$ cat src/rtl/fifo_pkg.sv
// fifo_pkg: shared FIFO constants, clog2 helper and the FIFO_TH_CHECK configuration sanity macro
`ifndef FIFO_TH_CHECK
`define FIFO_TH_CHECK(d, af, ae) (((d) >= 4) && (((d) & ((d) - 1)) == 0) && ((af) >= 1) && ((af) <= (d)) && ((ae) >= 0) && ((ae) < (d)))
`endif
package fifo_pkg;
  localparam int UART_DATA_W = 8;
  localparam int UART_DEPTH  = 16;
  function automatic int clog2(input int v);
    int r;
    r = 0;
    while ((1 << r) < v) r++;
    return r;
  endfunction
endpackage

$ cat src/rtl/fifo_mem.sv
// fifo_mem: DEPTH x DATA_W register array, synchronous write, asynchronous read
module fifo_mem #(
  parameter int DATA_W = 8,
  parameter int DEPTH  = 16,
  parameter int ADDR_W = 4
) (
  input  logic              clk,
  input  logic              we,
  input  logic [ADDR_W-1:0] waddr,
  input  logic [DATA_W-1:0] wdata,
  input  logic [ADDR_W-1:0] raddr,
  output logic [DATA_W-1:0] rdata
);
  logic [DATA_W-1:0] mem [DEPTH];
  // storage is deliberately not reset
  always_ff @(posedge clk)
    if (we) mem[waddr] <= wdata;
  assign rdata = mem[raddr];
endmodule

$ cat src/rtl/sync_fifo_param.sv
// sync_fifo_param: single-clock parametrised FIFO with level flags, sticky errors and flush; SYNC_FIFO_FWFT_EN selects first-word-fall-through reads
module sync_fifo_param
  import fifo_pkg::*;
#(
  parameter int DATA_W    = UART_DATA_W,
  parameter int DEPTH     = UART_DEPTH,
  parameter int AFULL_TH  = DEPTH - 4,
  parameter int AEMPTY_TH = 2
) (
  input  logic                        clk,
  input  logic                        rst_n,
  input  logic                        flush,
  input  logic                        wr_en,
  input  logic [DATA_W-1:0]           din,
  input  logic                        rd_en,
  output logic [DATA_W-1:0]           dout,
  output logic                        dout_valid,
  output logic                        full,
  output logic                        empty,
  output logic                        almost_full,
  output logic                        almost_empty,
  output logic [clog2(DEPTH):0]       count,
  output logic                        overflow,
  output logic                        underflow
);
  localparam int ADDR_W = clog2(DEPTH);
  localparam logic [ADDR_W:0] AF = (ADDR_W+1)'(AFULL_TH);
  localparam logic [ADDR_W:0] AE = (ADDR_W+1)'(AEMPTY_TH);

  if (!`FIFO_TH_CHECK(DEPTH, AFULL_TH, AEMPTY_TH)) begin : g_cfg_err
    $error("sync_fifo_param: DEPTH must be a power of two >= 4 and thresholds in range");
  end

  logic [ADDR_W:0]   wr_ptr, rd_ptr;
  logic [DATA_W-1:0] rdata;
  logic              wr_acc, rd_acc;

  assign wr_acc       = wr_en && !full;
  assign rd_acc       = rd_en && !empty;
  assign count        = wr_ptr - rd_ptr;
  assign empty        = wr_ptr == rd_ptr;
  assign full         = (wr_ptr[ADDR_W] != rd_ptr[ADDR_W]) && (wr_ptr[ADDR_W-1:0] == rd_ptr[ADDR_W-1:0]);
  assign almost_full  = count >= AF;
  assign almost_empty = count <= AE;

  fifo_mem #(.DATA_W(DATA_W), .DEPTH(DEPTH), .ADDR_W(ADDR_W)) u_mem (
    .clk   (clk),
    .we    (wr_acc && !flush),
    .waddr (wr_ptr[ADDR_W-1:0]),
    .wdata (din),
    .raddr (rd_ptr[ADDR_W-1:0]),
    .rdata (rdata)
  );

  // pointers and sticky error flags; flush outranks any request in the same cycle
  always_ff @(posedge clk or negedge rst_n)
    if (!rst_n) begin
      wr_ptr    <= '0;
      rd_ptr    <= '0;
      overflow  <= 1'b0;
      underflow <= 1'b0;
    end else if (flush) begin
      wr_ptr    <= '0;
      rd_ptr    <= '0;
      overflow  <= 1'b0;
      underflow <= 1'b0;
    end else begin
      if (wr_acc) wr_ptr <= wr_ptr + 1'b1;
      if (rd_acc) rd_ptr <= rd_ptr + 1'b1;
      if (wr_en && full) overflow <= 1'b1;
      if (rd_en && empty) underflow <= 1'b1;
    end

`ifdef SYNC_FIFO_FWFT_EN
  // head word falls through; masked to zero while empty so reset shows a clean bus
  assign dout       = empty ? '0 : rdata;
  assign dout_valid = !empty;
`else
  logic [DATA_W-1:0] dout_r;
  logic              dv_r;
  // registered read: capture head on an accepted pop, valid pulses for one cycle
  always_ff @(posedge clk or negedge rst_n)
    if (!rst_n) begin
      dout_r <= '0;
      dv_r   <= 1'b0;
    end else begin
      dv_r <= rd_acc && !flush;
      if (rd_acc && !flush) dout_r <= rdata;
    end
  assign dout       = dout_r;
  assign dout_valid = dv_r;
`endif
endmodule

$ cat config.mk
export PLATFORM = sky130hd
export DESIGN_NAME = sync_fifo_param
export DESIGN_NICKNAME = d
export VERILOG_FILES = /design/src/rtl/fifo_pkg.sv /design/src/rtl/fifo_mem.sv /design/src/rtl/sync_fifo_param.sv
export SDC_FILE = /design/constraint.sdc
export NUM_CORES = 1
export LEC_CHECK = 0
export BUFFER_PORTS_ARGS = -buffer_cell sky130_fd_sc_hd__buf_2
export CORE_AREA = 2 2 163 133
export DETAILED_ROUTE_END_ITERATION = 8
export DIE_AREA = 0 0 165 135
export PLACE_DENSITY_LB_ADDON = 0.15
export SLEW_MARGIN = 20
export SYNTH_ARGS = -nofsm -noshare
export SYNTH_HDL_FRONTEND = slang
export SYNTH_SLANG_ARGS = --single-unit
$ cat constraint.sdc
create_clock -name clk -period 3.5 [get_ports clk]
set_clock_uncertainty 0.2 [all_clocks]
set_input_delay 1.05 -clock clk [delete_from_list [all_inputs] [get_ports clk]]
set_output_delay 1.05 -clock clk [all_outputs]
set_load 0.02 [all_outputs]
==> reports/results.tsv <==
stage	metric	value	unit
final_layout	final-seq-area	4370	sq um
final_layout	mostFrequentLayoutCell	sky130_fd_sc_hd__edfxtp_1	
timing	finalMaxSlewViolations	0	
floorplanning	ios	33	
cts	cts_max_level	4	
yosys	synthDistinctLibCells	40	
detailed_routing	detailroute.via_count	3346	
placed_design	place.gp.congestion	0.740	
final_layout	layout_common_cells	sky130_fd_sc_hd__edfxtp_1 (128), sky130_fd_sc_hd__nor2_1 (35), sky130_fd_sc_hd__mux2i_1 (34), sky130_fd_sc_hd__buf_2 (30), sky130_fd_sc_hd__buf_4 (27)	
final_layout	fillCellCount	1965	
placed_design	detailedPlacementHpwl	9070	um
detailed_routing	route.detailed.drc	0	
yosys	syn_avg_cell_area	16.6	sq um
power_and_ir_drop	swShare	27.6	%
cts	clkSinkCount	149	
final_layout	nets	452	
yosys	synthCells	367	
timing	setup_slack	0.0299	ns
hold_path	hold_path.class	reg -> reg	
worst_setup_path	worst_setup_path_end_kind	primary output	
timing	finalSetupTns	0	ns
detailed_routing	detail-route-antenna-nets	0	
power_and_ir_drop	power_frac_seq	44.6	%
cts	post_cts_clock_slew_at_the_launch_and_capture_registers_of_the_worst_setup_and_hold_paths	0.07	ns
floorplanning	die_w	165	um
detailed_routing	drt_first_iter_violations	199	
hold_path	timing.hold.worst.start	underflow	
floorplanning	std_cell_rows	47	
detailed_routing	route.detailed.vias_per_inst	4.71	
power_and_ir_drop	irDropWorstVdd	0.000288	V
hold_path	holdPathEnd	underflow	
worst_setup_path	timing_worst_setup_path_type	reg -> out	
power_and_ir_drop	power.clock.fraction	38.4	%
yosys	synth.cell_area	6080	sq um
timing	period_share	99.1	%
yosys	synth_seq_area_share	71.8	%
global_route	pin_count_of_the_biggest_net_entering_global_routing	38	
cts	number_of_buffers_created_by_cts	17	
worst_setup_path	startpoint_type_of_the_worst_setup_path	register	
final_layout	diodes	0	
run	cap_violations	0	
cts	ctsRootBufferMaster	sky130_fd_sc_hd__clkbuf_16	
timing	setup_viol	0	
placed_design	port-buffer-count	32	
hold_path	timing.hold.worst_path_depth	2	
floorplanning	die_area	22300	sq um
power_and_ir_drop	leakagePower	2.44	nW
global_route	globalRoute.totalOverflow	0	
worst_setup_path	cp_data_required_time	2.25	ns
placed_design	post_place_setup_slack	0.134	ns
global_route	gr-usage-all-layers	13.4	%
final_layout	area_delta_synth_final	20.3	%
power_and_ir_drop	power.switching	1.26	mW
detailed_routing	detail_route.wirelength	13900	um
yosys	synthesis.nets	390	
cts	clk-insertion-delay-late	0.42	ns
timing	rsz0062_at_grt	yes	
power_and_ir_drop	finalPower	4.57	mW
worst_setup_path	crit_path_max_fo	3	
worst_setup_path	timing.reg2reg.worst_path_depth	6	
cts	cts_tree	yes	
power_and_ir_drop	power_report.internal_total	3.31	mW
placed_design	dpl.cell_count	674	
yosys	yosysWarningCount	0	
final_layout	multi_input_area	1630	sq um
worst_setup_path	r2r-end	u_mem.mem[3][1]	
power_and_ir_drop	combPwrFrac	17.0	%
detailed_routing	routedWlPerCell	19.5	um
timing	layout_min_cycle_time	3.47	ns
floorplanning	initial_core_util	29.6	%
yosys	async_flop_share	14.1	%
worst_setup_path	critPathArrivalTime	2.22	ns
global_route	initial_antenna_violation_count	0	
timing	slew-limit-headroom	50.8	%
status	run_status	completed	
timing	worstMarginPinSlew	0.719	ns
worst_setup_path	critical_path.reg2reg.startpoint	wr_ptr[3]	
final_layout	final_cells	710	
cts	ctsHoldBuffers	0	
global_route	vias_in_the_first_global_route	3412	
timing	max_frequency	288	MHz
worst_setup_path	reg_to_reg_slack_setup	0.60	ns
detailed_routing	drtPass1Iterations	4	
final_layout	final_layout_size_suffix_gt1_share	27.2	%
timing	final.hold.worst_slack	0.292	ns
power_and_ir_drop	p_per_area	624	nW/um^2
yosys	synth-seq-cells	149	
yosys	synth_top_flop_cell	sky130_fd_sc_hd__edfxtp_1	
worst_setup_path	cp-startpoint	wr_ptr[0]	
floorplanning	coreArea	20500	sq um
global_route	grt_pass1_wl	21100	um
cts	clock_tree.buffer_depth	2	
yosys	synth_enable_flop_cells	128	
floorplanning	die_h	135	um
timing	final_hold_viol_count	0	
==> power by group through the flow <==
stage | Sequential (mW) | Clock [mW] | Combinational, mW
global placement | 2.07 | 0 | 0.740
CTS | 2.03 | 1.80 | 0.773
finish | 2.04 | 1.76 | 0.776
detailed placement | 2.07 | 0 | 0.744
global route | 2.05 | 1.88 | 0.841
floorplan | 2.13 | 0 | 0.459
==> worst max-delay path, stage by stage (launching register included) <==
cell and delay [ns]:
sky130_fd_sc_hd__dfrtp_1 0.39, sky130_fd_sc_hd__inv_2 0.08, sky130_fd_sc_hd__ha_4 0.13, sky130_fd_sc_hd__inv_2 0.03, sky130_fd_sc_hd__fa_2 0.33, sky130_fd_sc_hd__a21o_2 0.21
sky130_fd_sc_hd__a21oi_4 0.14, sky130_fd_sc_hd__xnor2_2 0.15, sky130_fd_sc_hd__o2111a_1 0.21, sky130_fd_sc_hd__buf_4 0.13
==> synthesized netlist by cell type (5+ instances only) <==
| library cell | number | area [sq um] |
|---|---|---|
| sky130_fd_sc_hd__o22ai_1 | 16 | 100 |
| sky130_fd_sc_hd__nand2_1 | 15 | 56.3 |
| sky130_fd_sc_hd__xnor2_1 | 8 | 70.1 |
| sky130_fd_sc_hd__a31oi_1 | 8 | 50.1 |
| sky130_fd_sc_hd__mux4_2 | 16 | 360 |
| sky130_fd_sc_hd__nor2_1 | 35 | 131 |
| sky130_fd_sc_hd__ha_1 | 9 | 113 |
| sky130_fd_sc_hd__inv_1 | 13 | 48.8 |
| sky130_fd_sc_hd__edfxtp_1 | 128 | 3840 |
| sky130_fd_sc_hd__mux2i_1 | 34 | 340 |
| sky130_fd_sc_hd__a211oi_1 | 11 | 82.6 |
| sky130_fd_sc_hd__a21oi_1 | 5 | 25.0 |
| sky130_fd_sc_hd__dfrtp_1 | 21 | 526 |
==> flip-flops by register name, indices dropped and copies added, names as in the netlist <==
name        flops
dout            8
dout_valid      1
overflow        1
rd_ptr          5
u_mem.mem     128
underflow       1
wr_ptr          5
==> area by class of cell <==
cell class / count / area share (%)
inverters: 13 / 0.667
clock buffers: 17 / 5.81
multi-input cells: 190 / 22.3
clock inverters: 14 / 1.92
repair buffers: 58 / 4.98
well taps: 269 / 4.60
flip-flops and latches: 149 / 59.7
==> metrics by stage <==
step | cell area (sq um) | utilization (%)
2_1_floorplan | 6080 | -
3_3_place_gp | 6670 | 32.5
3_5_place_dp | 6670 | 32.5
4_1_cts | 7280 | 35.5
5_1_grt | 7320 | 35.7
6_report | 7320 | 35.7
==> kinds of logic after synthesis <==
family	count (synthesis)	synth area share [%]
simple gates	68	4.94
buf+inv	28	2.04
xor+xnor	10	1.56
mux	50	11.5
fa+ha+maj	10	2.18
compound gates	52	5.96
flops	149	71.8
==> routing by layer <==
metal | part of all wire [%] | global-route usage [%]
met5 | 0 | 0
met4 | 0.92 | 4.49
met3 | 4.5 | 2.83
met2 | 46 | 19.7
met1 | 49 | 19.6
==> worst max path at each step <==
stage	endpoint	slack, ns	cells after the start
3_3_place_gp	almost_empty	0.19	9
5_1_grt	almost_empty	-0.07	9
3_5_place_dp	almost_empty	0.13	9
2_1_floorplan	almost_full	0.20	7
6_report	almost_empty	0.03	9
4_1_cts	almost_empty	-0.01	9
==> what timing repair did <==
action,4_1_cts,5_1_grt
setup buffers,4,1
setup endpoints to repair,3,3
resized for setup,6,9
pin swaps,3,2
gates cloned,0,0
Note: power is estimated with default switching activity, not from simulation.
